===== config.mk =====
export PLATFORM = sky130hd
export DESIGN_NAME = md5_search_ctrl_flat
export DESIGN_NICKNAME = d
export VERILOG_FILES = /design/src/rtl/md5_search_pkg.sv /design/src/rtl/md5_search_ctrl_if.sv /design/src/rtl/md5_valid_pipe.sv /design/src/rtl/md5_search_ctrl.sv /design/src/flat_wrapper.sv
export SDC_FILE = /design/constraint.sdc
export NUM_CORES = 2
export LEC_CHECK = 0
export CELL_PAD_IN_SITES_DETAIL_PLACEMENT = 0
export CELL_PAD_IN_SITES_GLOBAL_PLACEMENT = 1
export CORE_AREA = 2 2 514 516
export CTS_CLUSTER_DIAMETER = 100
export DETAILED_ROUTE_END_ITERATION = 8
export DIE_AREA = 0 0 516 518
export GPL_ROUTABILITY_DRIVEN = 0
export PLACE_DENSITY_LB_ADDON = 0.2
export SLEW_MARGIN = 20
export SYNTH_ARGS = -nofsm -noshare
export SYNTH_HDL_FRONTEND = slang
export SYNTH_SLANG_ARGS = --single-unit

===== constraint.sdc =====
create_clock -name clk -period 3.5 [get_ports clk]
set_input_delay 0.875 -clock clk [delete_from_list [all_inputs] [get_ports clk]]
set_output_delay 0.875 -clock clk [all_outputs]
set_load 0.05 [all_outputs]

===== src/rtl/md5_search_pkg.sv =====
// Shared definitions for the MD5 candidate-search controller.
//   - search_state_e : controller FSM encoding (IDLE, RUN, DRAIN, DONE)
//   - MD5_PIPE_LATENCY : cycles from core_message to core_hash (pad reg,
//     64 rounds, output reg)
//   - MD5_MSG_W / MD5_LEN_W / MD5_HASH_W : md5core bus widths
//   - MD5_IV_A..D : MD5 initial chaining values, used by bench-side models
package md5_search_pkg;

    typedef enum logic [1:0] {
        ST_IDLE  = 2'd0,
        ST_RUN   = 2'd1,
        ST_DRAIN = 2'd2,
        ST_DONE  = 2'd3
    } search_state_e;

    localparam int MD5_PIPE_LATENCY = 66;
    localparam int MD5_MSG_W        = 448;
    localparam int MD5_LEN_W        = 64;
    localparam int MD5_HASH_W       = 128;

    localparam logic [31:0] MD5_IV_A = 32'h67452301;
    localparam logic [31:0] MD5_IV_B = 32'hefcdab89;
    localparam logic [31:0] MD5_IV_C = 32'h98badcfe;
    localparam logic [31:0] MD5_IV_D = 32'h10325476;

endpackage


===== src/rtl/md5_search_ctrl_if.sv =====
// Host-side job interface of md5_search_ctrl.
//   master : host / register block (drives the job, reads status)
//   slave  : md5_search_ctrl
// Handshake: start is a one-cycle pulse accepted only while busy is low and
// done is not pulsing; the job inputs are sampled on that same edge. busy is
// high from the cycle after an accepted start until done. done is a one-cycle
// pulse; found/found_idx are valid with done and held until the next start.
// abort is a one-cycle pulse honoured only while busy. dbg_state mirrors the
// controller FSM state.
interface md5_search_ctrl_if
    import md5_search_pkg::*;
#(
    parameter int IDX_W = 16
);
    logic                  start;
    logic                  abort;
    logic [MD5_MSG_W-1:0]  base_msg;
    logic [MD5_LEN_W-1:0]  msg_len;
    logic [IDX_W-1:0]      idx_start;
    logic [IDX_W-1:0]      idx_end;
    logic [MD5_HASH_W-1:0] target;
    logic                  busy;
    logic                  done;
    logic                  found;
    logic [IDX_W-1:0]      found_idx;
    search_state_e         dbg_state;

    modport master (
        output start, abort, base_msg, msg_len, idx_start, idx_end, target,
        input  busy, done, found, found_idx, dbg_state
    );

    modport slave (
        input  start, abort, base_msg, msg_len, idx_start, idx_end, target,
        output busy, done, found, found_idx, dbg_state
    );
endinterface


===== src/rtl/md5_valid_pipe.sv =====
// Valid-tag shift register that tracks which md5core pipeline slots carry a
// real candidate.
//   clk, rst_n : clock, asynchronous active-low reset (clears all tags)
//   in_i       : tag entering the pipe this cycle
//   tap_o      : tag at depth DEPTH (core_hash valid)
//   empty_o    : no tag anywhere in the pipe
module md5_valid_pipe #(
    parameter int DEPTH = 66
) (
    input  logic clk,
    input  logic rst_n,
    input  logic in_i,
    output logic tap_o,
    output logic empty_o
);
    logic [DEPTH-1:0] pipe_q;

    always_ff @(posedge clk or negedge rst_n) begin
        if (!rst_n) begin
            pipe_q <= '0;
        end else begin
            pipe_q <= {pipe_q[DEPTH-2:0], in_i};
        end
    end

    assign tap_o   = pipe_q[DEPTH-1];
    assign empty_o = ~|pipe_q;
endmodule


===== src/rtl/md5_search_ctrl.sv =====
// Candidate-sweep controller for the fully pipelined md5core. Issues one
// candidate per cycle ({base_msg[447:IDX_W], idx}), tracks in-flight slots
// with a valid pipe, compares each retiring hash against the target and
// reports the first matching index or exhaustion of the range.
//   clk, rst_n   : clock, asynchronous active-low reset
//   host         : job interface (start/abort/job fields in, busy/done/found out)
//   core_message : candidate message to md5core (holds when not issuing)
//   core_length  : message length to md5core
//   core_hash    : digest from md5core, qualified only by the valid pipe
//   perf_cycles, perf_checked : only with MD5_SEARCH_PERF_EN defined; busy
//                  cycles and retired hashes of the last job, saturating
module md5_search_ctrl
    import md5_search_pkg::*;
#(
    parameter int IDX_W        = 16,
    parameter int PIPE_LATENCY = MD5_PIPE_LATENCY
) (
    input  logic                  clk,
    input  logic                  rst_n,
    md5_search_ctrl_if.slave      host,
    output logic [MD5_MSG_W-1:0]  core_message,
    output logic [MD5_LEN_W-1:0]  core_length,
    input  logic [MD5_HASH_W-1:0] core_hash
`ifdef MD5_SEARCH_PERF_EN
    ,
    output logic [31:0]           perf_cycles,
    output logic [31:0]           perf_checked
`endif
);
    search_state_e               state_q, state_d;
    logic [MD5_MSG_W-1:IDX_W]    base_q;
    logic [MD5_LEN_W-1:0]        len_q;
    logic [IDX_W-1:0]            end_q;
    logic [MD5_HASH_W-1:0]       target_q;
    logic [IDX_W-1:0]            issue_idx_q, issue_idx_d;
    logic [IDX_W-1:0]            retire_idx_q, retire_idx_d;
    logic                        found_q, found_d;
    logic [IDX_W-1:0]            found_idx_q, found_idx_d;
    // Set once the result is decided (match or abort); later matches are ignored.
    logic                        stop_q, stop_d;
    // Registered issue strobe: qualifies the candidate currently on core_message.
    logic                        issue_q, issue_d;
    logic [MD5_MSG_W-1:0]        core_message_q, core_message_d;
    logic [MD5_LEN_W-1:0]        core_length_q, core_length_d;
    logic                        latch_job;
    logic                        tap;
    logic                        pipe_empty;
    logic                        match_hit;

    // The core_message register is the first slot, so the pipe is fed from
    // issue_q and its tap lands on the cycle core_hash belongs to that slot.
    md5_valid_pipe #(.DEPTH(PIPE_LATENCY)) u_valid_pipe (
        .clk    (clk),
        .rst_n  (rst_n),
        .in_i   (issue_q),
        .tap_o  (tap),
        .empty_o(pipe_empty)
    );

    assign match_hit = tap && (core_hash == target_q) && !stop_q;

    always_comb begin
        state_d        = state_q;
        issue_idx_d    = issue_idx_q;
        retire_idx_d   = retire_idx_q;
        found_d        = found_q;
        found_idx_d    = found_idx_q;
        stop_d         = stop_q;
        issue_d        = 1'b0;
        core_message_d = core_message_q;
        core_length_d  = core_length_q;
        latch_job      = 1'b0;

        // Retirement is in order, so counting taps names each result.
        if (tap) begin
            retire_idx_d = retire_idx_q + 1'b1;
        end

        case (state_q)
            ST_IDLE: begin
                if (host.start) begin
                    latch_job    = 1'b1;
                    issue_idx_d  = host.idx_start;
                    retire_idx_d = host.idx_start;
                    found_d      = 1'b0;
                    found_idx_d  = '0;
                    stop_d       = 1'b0;
                    state_d      = (host.idx_start > host.idx_end) ? ST_DONE : ST_RUN;
                end
            end
            ST_RUN: begin
                // A match wins over a coincident abort.
                if (match_hit) begin
                    found_d     = 1'b1;
                    found_idx_d = retire_idx_q;
                    stop_d      = 1'b1;
                    state_d     = ST_DRAIN;
                end else if (host.abort) begin
                    stop_d  = 1'b1;
                    state_d = ST_DRAIN;
                end else begin
                    issue_d        = 1'b1;
                    core_message_d = {base_q, issue_idx_q};
                    core_length_d  = len_q;
                    issue_idx_d    = issue_idx_q + 1'b1;
                    // Leave on the last index so issue_idx never wraps into use.
                    if (issue_idx_q == end_q) begin
                        state_d = ST_DRAIN;
                    end
                end
            end
            ST_DRAIN: begin
                if (match_hit) begin
                    found_d     = 1'b1;
                    found_idx_d = retire_idx_q;
                    stop_d      = 1'b1;
                end else if (host.abort) begin
                    stop_d = 1'b1;
                end
                if (pipe_empty && !issue_q) begin
                    state_d = ST_DONE;
                end
            end
            ST_DONE: begin
                state_d = ST_IDLE;
            end
            default: begin
                state_d = ST_IDLE;
            end
        endcase
    end

    always_ff @(posedge clk or negedge rst_n) begin
        if (!rst_n) begin
            state_q        <= ST_IDLE;
            base_q         <= '0;
            len_q          <= '0;
            end_q          <= '0;
            target_q       <= '0;
            issue_idx_q    <= '0;
            retire_idx_q   <= '0;
            found_q        <= 1'b0;
            found_idx_q    <= '0;
            stop_q         <= 1'b0;
            issue_q        <= 1'b0;
            core_message_q <= '0;
            core_length_q  <= '0;
        end else begin
            state_q        <= state_d;
            issue_idx_q    <= issue_idx_d;
            retire_idx_q   <= retire_idx_d;
            found_q        <= found_d;
            found_idx_q    <= found_idx_d;
            stop_q         <= stop_d;
            issue_q        <= issue_d;
            core_message_q <= core_message_d;
            core_length_q  <= core_length_d;
            if (latch_job) begin
                base_q   <= host.base_msg[MD5_MSG_W-1:IDX_W];
                len_q    <= host.msg_len;
                end_q    <= host.idx_end;
                target_q <= host.target;
            end
        end
    end

    assign host.busy      = (state_q == ST_RUN) || (state_q == ST_DRAIN);
    assign host.done      = (state_q == ST_DONE);
    assign host.found     = found_q;
    assign host.found_idx = found_idx_q;
    assign host.dbg_state = state_q;
    assign core_message   = core_message_q;
    assign core_length    = core_length_q;

`ifdef MD5_SEARCH_PERF_EN
    logic [31:0] perf_cycles_q;
    logic [31:0] perf_checked_q;

    always_ff @(posedge clk or negedge rst_n) begin
        if (!rst_n) begin
            perf_cycles_q  <= '0;
            perf_checked_q <= '0;
        end else if (latch_job) begin
            perf_cycles_q  <= '0;
            perf_checked_q <= '0;
        end else begin
            if (host.busy && (perf_cycles_q != '1)) begin
                perf_cycles_q <= perf_cycles_q + 32'd1;
            end
            if (tap && (perf_checked_q != '1)) begin
                perf_checked_q <= perf_checked_q + 32'd1;
            end
        end
    end

    assign perf_cycles  = perf_cycles_q;
    assign perf_checked = perf_checked_q;
`endif
endmodule


===== src/flat_wrapper.sv =====
// flat-port wrapper written by rule: the top's interface ports become plain ports
module md5_search_ctrl_flat import md5_search_pkg::*;
#(
    parameter int IDX_W        = 16,
    parameter int PIPE_LATENCY = MD5_PIPE_LATENCY
)
  (clk, rst_n, core_message, core_length, core_hash, host_start, host_abort, host_base_msg, host_msg_len, host_idx_start, host_idx_end, host_target, host_busy, host_done, host_found, host_found_idx, host_dbg_state);
  md5_search_ctrl_if #(.IDX_W(IDX_W)) host_i ();
  input  logic clk;
  input  logic rst_n;
  output logic [MD5_MSG_W-1:0] core_message;
  output logic [MD5_LEN_W-1:0] core_length;
  input  logic [MD5_HASH_W-1:0] core_hash;
  input wire logic [$bits(host_i.start)-1:0] host_start;
  input wire logic [$bits(host_i.abort)-1:0] host_abort;
  input wire logic [$bits(host_i.base_msg)-1:0] host_base_msg;
  input wire logic [$bits(host_i.msg_len)-1:0] host_msg_len;
  input wire logic [$bits(host_i.idx_start)-1:0] host_idx_start;
  input wire logic [$bits(host_i.idx_end)-1:0] host_idx_end;
  input wire logic [$bits(host_i.target)-1:0] host_target;
  output wire logic [$bits(host_i.busy)-1:0] host_busy;
  output wire logic [$bits(host_i.done)-1:0] host_done;
  output wire logic [$bits(host_i.found)-1:0] host_found;
  output wire logic [$bits(host_i.found_idx)-1:0] host_found_idx;
  output wire logic [$bits(host_i.dbg_state)-1:0] host_dbg_state;
  assign host_i.start = host_start;
  assign host_i.abort = host_abort;
  assign host_i.base_msg = host_base_msg;
  assign host_i.msg_len = host_msg_len;
  assign host_i.idx_start = host_idx_start;
  assign host_i.idx_end = host_idx_end;
  assign host_i.target = host_target;
  assign host_busy = host_i.busy;
  assign host_done = host_i.done;
  assign host_found = host_i.found;
  assign host_found_idx = host_i.found_idx;
  assign host_dbg_state = host_i.dbg_state;
  md5_search_ctrl #(.IDX_W(IDX_W), .PIPE_LATENCY(PIPE_LATENCY)) u_core (.clk(clk), .rst_n(rst_n), .host(host_i), .core_message(core_message), .core_length(core_length), .core_hash(core_hash));
endmodule

### Word-level counts from Yosys, hierarchy flattened

Cells that the tools add are included.

| word-level totals | value |
|---|---|
| flip-flop bits (word level) | 1271 |
| input bits | 804 |
| output and inout bits | 533 |
| logic and storage cells | 76 |

| cells by class | value |
|---|---|
| $add $sub $neg | 2 |
| $lt $le $gt $ge | 1 |
| equal/unequal tests | 12 |
| mux-type cells | 28 |
| bitwise operators | 2 |
| reductions and logical operators | 17 |

Operators with widths:

| kind | count |
|---|---|
| equality test 128 bit | 1 |
| two-way mux 16 bit | 8 |
| OR reduction 66 bit | 1 |
| one-hot mux 16 bit (2 select lines) | 2 |
| adder 16 x 1 -> 16 bit (second input constant) | 2 |
| equality test 16 bit | 1 |
| > comparator 16 bit | 1 |
| two-way mux 2 bit | 6 |
| AND reduction 3 bit | 4 |
| two-way mux 1 bit | 9 |
| one-hot mux 2 bit (4 select lines) | 1 |
| != test 2 bit (second input constant) | 3 |
| equality test 2 bit (second input constant) | 2 |
| != test 2 x 1 -> 1 bit (second input constant) | 2 |
| != test 4 x 2 -> 1 bit (second input constant) | 1 |
| one-hot mux 1 bit (2 select lines) | 2 |
| AND reduction 4 bit | 1 |
| nonzero test 2 bit | 2 |
| logical AND 1 bit | 3 |
| zero test 1 bit | 3 |
| != test 3 x 1 -> 1 bit (second input constant) | 1 |
| equality test 2 x 1 -> 1 bit (second input constant) | 1 |
| zero test 2 bit | 1 |
| inverter 1 bit | 2 |
| 2 further kinds | 2 |

### Logic depth before layout (Yosys ltp)

| logic depth | value |
|---|---|
| depth in word-level cells | 5 |
| mapped depth | 11 |
| depth with buffers taken out | 9 |

### Hierarchy

A second synthesis with hierarchy kept.

| unflattened totals | value |
|---|---|
| cells, all modules | 4475 |
| area, all modules | 50335.8 µm² |

By module, submodules not included:

| module | times used | cells each | area an instance (µm²) | seq. area each (µm²) |
|---|---|---|---|---|
| md5_search_ctrl | 1 | 4386 | 48536.6 | 30153.9 |
| md5_valid_pipe | 1 | 89 | 1799.2 | 1651.6 |

### Least setup slack after synthesis

Ideal clock, no wire load.

| path | value |
|---|---|
| path kind | input port to flip-flop |
| from | input port core_hash[41] |
| to | register u_core.core_length_q[0] (netlist: u_core.core_length[0]) |
| setup time | 0.125 ns |
| data arrival time | 2.925 ns |
| data required time | 3.375 ns |
| setup slack | 0.450 ns |
| stages on the path | 11 |
| buffers on the path | 4 |
| path through | inv_1 -> o22ai_1 -> or4_4 -> nor4_4 -> and4_1 -> buf_2 -> nor3_1 -> buf_6 -> buf_6 -> buf_6 -> mux2_4 |

| on the way | value |
|---|---|
| cells in the longest elaborated chain, start to end | 5 |

Ends and longest elaborated chain:

| what | line | source |
|---|---|---|
| start, declared | flat_wrapper.sv:13 | `input logic [MD5_HASH_W-1:0] core_hash;` |
| equality test 128 bit | md5_search_ctrl.sv:60 | `assign match_hit = tap && (core_hash == target_q) && !stop_q;` |
| logical AND 1 bit (2 in series) | md5_search_ctrl.sv:60 |  |
| inverter 1 bit (no source line) | - |  |
| AND reduction 3 bit (no source line) | - |  |
| end signal, assigned | md5_search_ctrl.sv:157 | `core_length_q <= core_length_d;` |
| end, declared | md5_search_ctrl.sv:44 | `logic [MD5_LEN_W-1:0] core_length_q, core_length_d;` |

Every way passes these cells.
A chain may end at the register's enable or synchronous reset.

### Final worst setup path

| path | value |
|---|---|
| from | input port core_hash[97] |
| to | register u_core.core_message_q[28] (netlist: u_core.core_message[28]) |

| on the way | value |
|---|---|
| cells in the longest elaborated chain, start to end | 5 |

Ends and longest elaborated chain:

| what | line | source |
|---|---|---|
| equality test 128 bit | md5_search_ctrl.sv:60 |  |
| logical AND 1 bit (2 in series) | md5_search_ctrl.sv:60 |  |
| inverter 1 bit (no source line) | - |  |
| AND reduction 3 bit (no source line) | - |  |
| end signal, assigned | md5_search_ctrl.sv:156 | `core_message_q <= core_message_d;` |
| end, declared | md5_search_ctrl.sv:43 | `logic [MD5_MSG_W-1:0] core_message_q, core_message_d;` |

Every way passes these cells.

==> summary.md <==
| Metric | Value |
|---|---|
| DRC viols | `0` |
| Max stage delay on crit path | `0.61 ns` |
| CTS max path bufs | `3` |
| Final Core Density | `0.2897` |
| DP Wirelength | `165500 microns` |
| Slowest-stage cell, CP | `or4_1` |
| Router iterations before antenna repair | `5` |
| Post-layout min period | `3.468 ns` |
| Final Cell Area | `75780 sq um` |
| Rel. slew slack | `0.3331` |
| Clock sinks | `1271` |
| CP Max Fanout | `24` |
| Outcome | `finished, final reports clean` |
| Clk pin slew, worst setup/hold paths | `0.06 ns` |
| Die height | `518 microns` |
| Leakage power | `35.34 nW` |
| Routed Wire Length | `217200 microns` |
| Placed Cells | `9253` |
| M1 GR Usage | `0.1902` |
| GRT busiest layer | `met2` |
| Largest net degree at the start of global routing | `93` |
| GRT Total Usage | `0.1587` |
| Final hold violations | `0` |
| Simple-Gate Fraction of Synth Area | `0.1623` |
| TritonCTS clock tree | `built` |
| Post-Synthesis Net Count | `5296` |
| Layout cells sized above 1 | `0.1596` |
| Tcrit/Tclk final | `0.9908` |
| Worst Clk Skew | `0.06146 ns` |
| Mux contribution to synthesized area | `0.1502` |
| CTS Root Cell | `clkbuf_16` |
| Area post-placement | `69910 sq um` |
| Most common cell in the netlist | `nand2_1` |
| CP Capture Type | `flop` |
| Async set or reset register ratio after synthesis | `1.000` |
| CTS Buf Count | `160` |
| RSZ-0062 raised after global routing | `yes` |
| Largest family of logic cells by synthesized area | `simple AND/OR/NAND/NOR gates` |
| Worst path required time | `4.18 ns` |
| CORE AREA | `261600 sq um` |
| Synth top cells by count | `nand2_1 (1913), dfrtp_1 (1271), mux2_4 (469)` |
| Die area | `267300 sq um` |
| Post-Syn Area | `51620 sq um` |
| FMAX | `0.2884 GHz` |
| Hold Path Class | `flop to flop` |
| Main flop type after synthesis | `dfrtp_1` |
| Setup_tns | `0 ns` |
| Final setup vio count | `0` |
| Skew-Pair Late Insertion Delay | `0.80 ns` |
| CP startpoint kind | `input pin` |
| Die Width | `516 microns` |
| Post-synthesis cell count | `4470` |
| Max cap viols | `0` |
| Initial antenna violation count | `107` |
| Post-synth cell types | `64` |
| WS Path Type | `input pin to flop` |
| CP bufs+invs | `3` |
| ANT nets after route | `0` |
| Met2 Usage GRT | `0.2482` |
| First-pass GRT wire length | `305900 microns` |
| Initial DRC count | `1839` |
| Non-Filler Instances | `9589` |
| Vias in the first global route | `39882` |
| CP cell instances | `clkdlybuf4s50_1, o22ai_1, or4_1, nor4_4, and4_4, nor3_4, bufbuf_16, buf_12, mux2_4` |
| Power Density | `999.4 nW/um^2` |
| CTS H-tree depth | `4` |
| Global route total overflow | `0` |
| Routed len/inst | `22.65 microns` |
| Post-synthesis xor/xnor area fraction | `0.01866` |
| Starting Density | `0.1973` |
| Synth Area in Adders | `0.005333` |
| Share of the synthesized area in the top cell type | `0.6162` |
| Row cnt | `188` |
| Area leader, netlist | `dfrtp_1` |
| Peak supply drop | `0.0004714 V` |
| Ports | `1337` |
| Worst slew pin tran | `0.9982 ns` |
| Vias/cell | `3.892` |
| Synth warnings | `0` |
| Worst path arrival time | `4.15 ns` |
| Final Max Tran Viols | `0` |
| Post-synth EDFFs | `0` |
| CP top delay family | `simple AND/OR/NAND/NOR gates` |
| DR vias | `37324` |
| Port bufs | `1320` |
| Post-Syn Area per Cell | `11.55 sq um` |
| Reg2reg setup slack | `0.09 ns` |
| Compound-gate portion of the synthesized area | `0.01837` |
| Synth Register Bits | `1271` |
| Synthesis-to-layout area growth | `46.80%` |
| M3 GR Usage | `0.07391` |
| Post-synthesis sequential area ratio | `0.6162` |
| Synth top area cells | `dfrtp_1 (62%), nand2_1 (14%), mux2_4 (14%)` |
| Final nets | `6735` |
-- worst paths after layout --
path | startpoint | to | cells after the start
hold reg to reg | u_core.u_valid_pipe.pipe_q[33] | u_core.u_valid_pipe.pipe_q[34] | 0
max in group asynchronous | rst_n | u_core.base_q[267] | 3
setup / recovery | core_hash[97] | u_core.core_message[28] | 9
setup reg to reg | u_core.target_q[61] | u_core.core_message[28] | 13
hold / removal | u_core.u_valid_pipe.pipe_q[33] | u_core.u_valid_pipe.pipe_q[34] | 0
min in group asynchronous | rst_n | u_core.core_message[92] | 2
-- timing repair --
item | CTS | global route
buffers inserted | 0 | 1
gates cloned | 5 | 2
pin swaps | 1 | 0
hold buffers | 1 | 0
setup endpoints to repair | 539 | 41
endpoints found under the hold margin | 19 | 0
gates resized for setup | 13 | 3
-- routing by layer --
metal / vias to the layer above / routed length (microns)
met4: 100 / 7049
li1: 17355 / -
met1: 18235 / 88630
met3: 380 / 22770
met5: - / 646
met2: 1254 / 98090
-- registers in the layout (all words and copies together) (netlist names), 64 cells and up --
signal	flops
u_core.core_message	448
u_core.base_q	432
u_core.core_length	64
u_core.u_valid_pipe.pipe_q	66
u_core.len_q	64
u_core.target_q	128
-- cell type report --
cell class | count | area [sq um]
fill | 27149 | 185800
sequential | 1271 | 31810
multi-input combinational | 2915 | 18380
timing repair buffer | 1495 | 15340
clock buffer | 236 | 4742
tap | 3515 | 4398
clock inverter | 50 | 767.0
inverter | 66 | 247.7
antenna | 41 | 102.6
-- metrics by stage --
step	hold WS (ns)	worst slack, ns	power, W
2_1_floorplan	0.3540	0.4504	0.04561
3_3_place_gp	0.3589	-1.131	0.05877
3_5_place_dp	0.3615	-1.231	0.05901
4_1_cts	0.3710	0.01991	0.07708
5_1_grt	0.3723	-0.01775	0.08006
6_report	0.3679	0.03237	0.07574
-- report_power, final --
| part | leakage [nW] | internal (W) | switching (W) |
|---|---|---|---|
| logic | 16.6 | 0.0131 | 0.0195 |
| registers | 16.0 | 0.0212 | 0.00473 |
| clock network | 2.70 | 0.0102 | 0.00705 |
| total | 35.3 | 0.0444 | 0.0313 |
-- cells by family (layout without fill, tap and decap cells) --
group	count (synthesis)	count (layout)
mux	534	534
buf+inv	284	1847
simple gates	2110	2110
flops	1271	1271
compound gates	139	139
other cells	0	41
xor+xnor	110	110
fa+ha+maj	22	22
-- layout by cell type, fill, tap and decap left out, types with 47 or more instances in the layout --
master and n:
clkbuf_16 163, buf_4 115, mux2_4 469, buf_12 48
o21ai_0 52, inv_1 63, nand2_1 1912, xor2_1 93
mux2_2 47, dfrtp_1 1270, nor2b_1 49, clkdlybuf4s50_1 1318
Note: power is estimated with default switching activity, not from simulation.
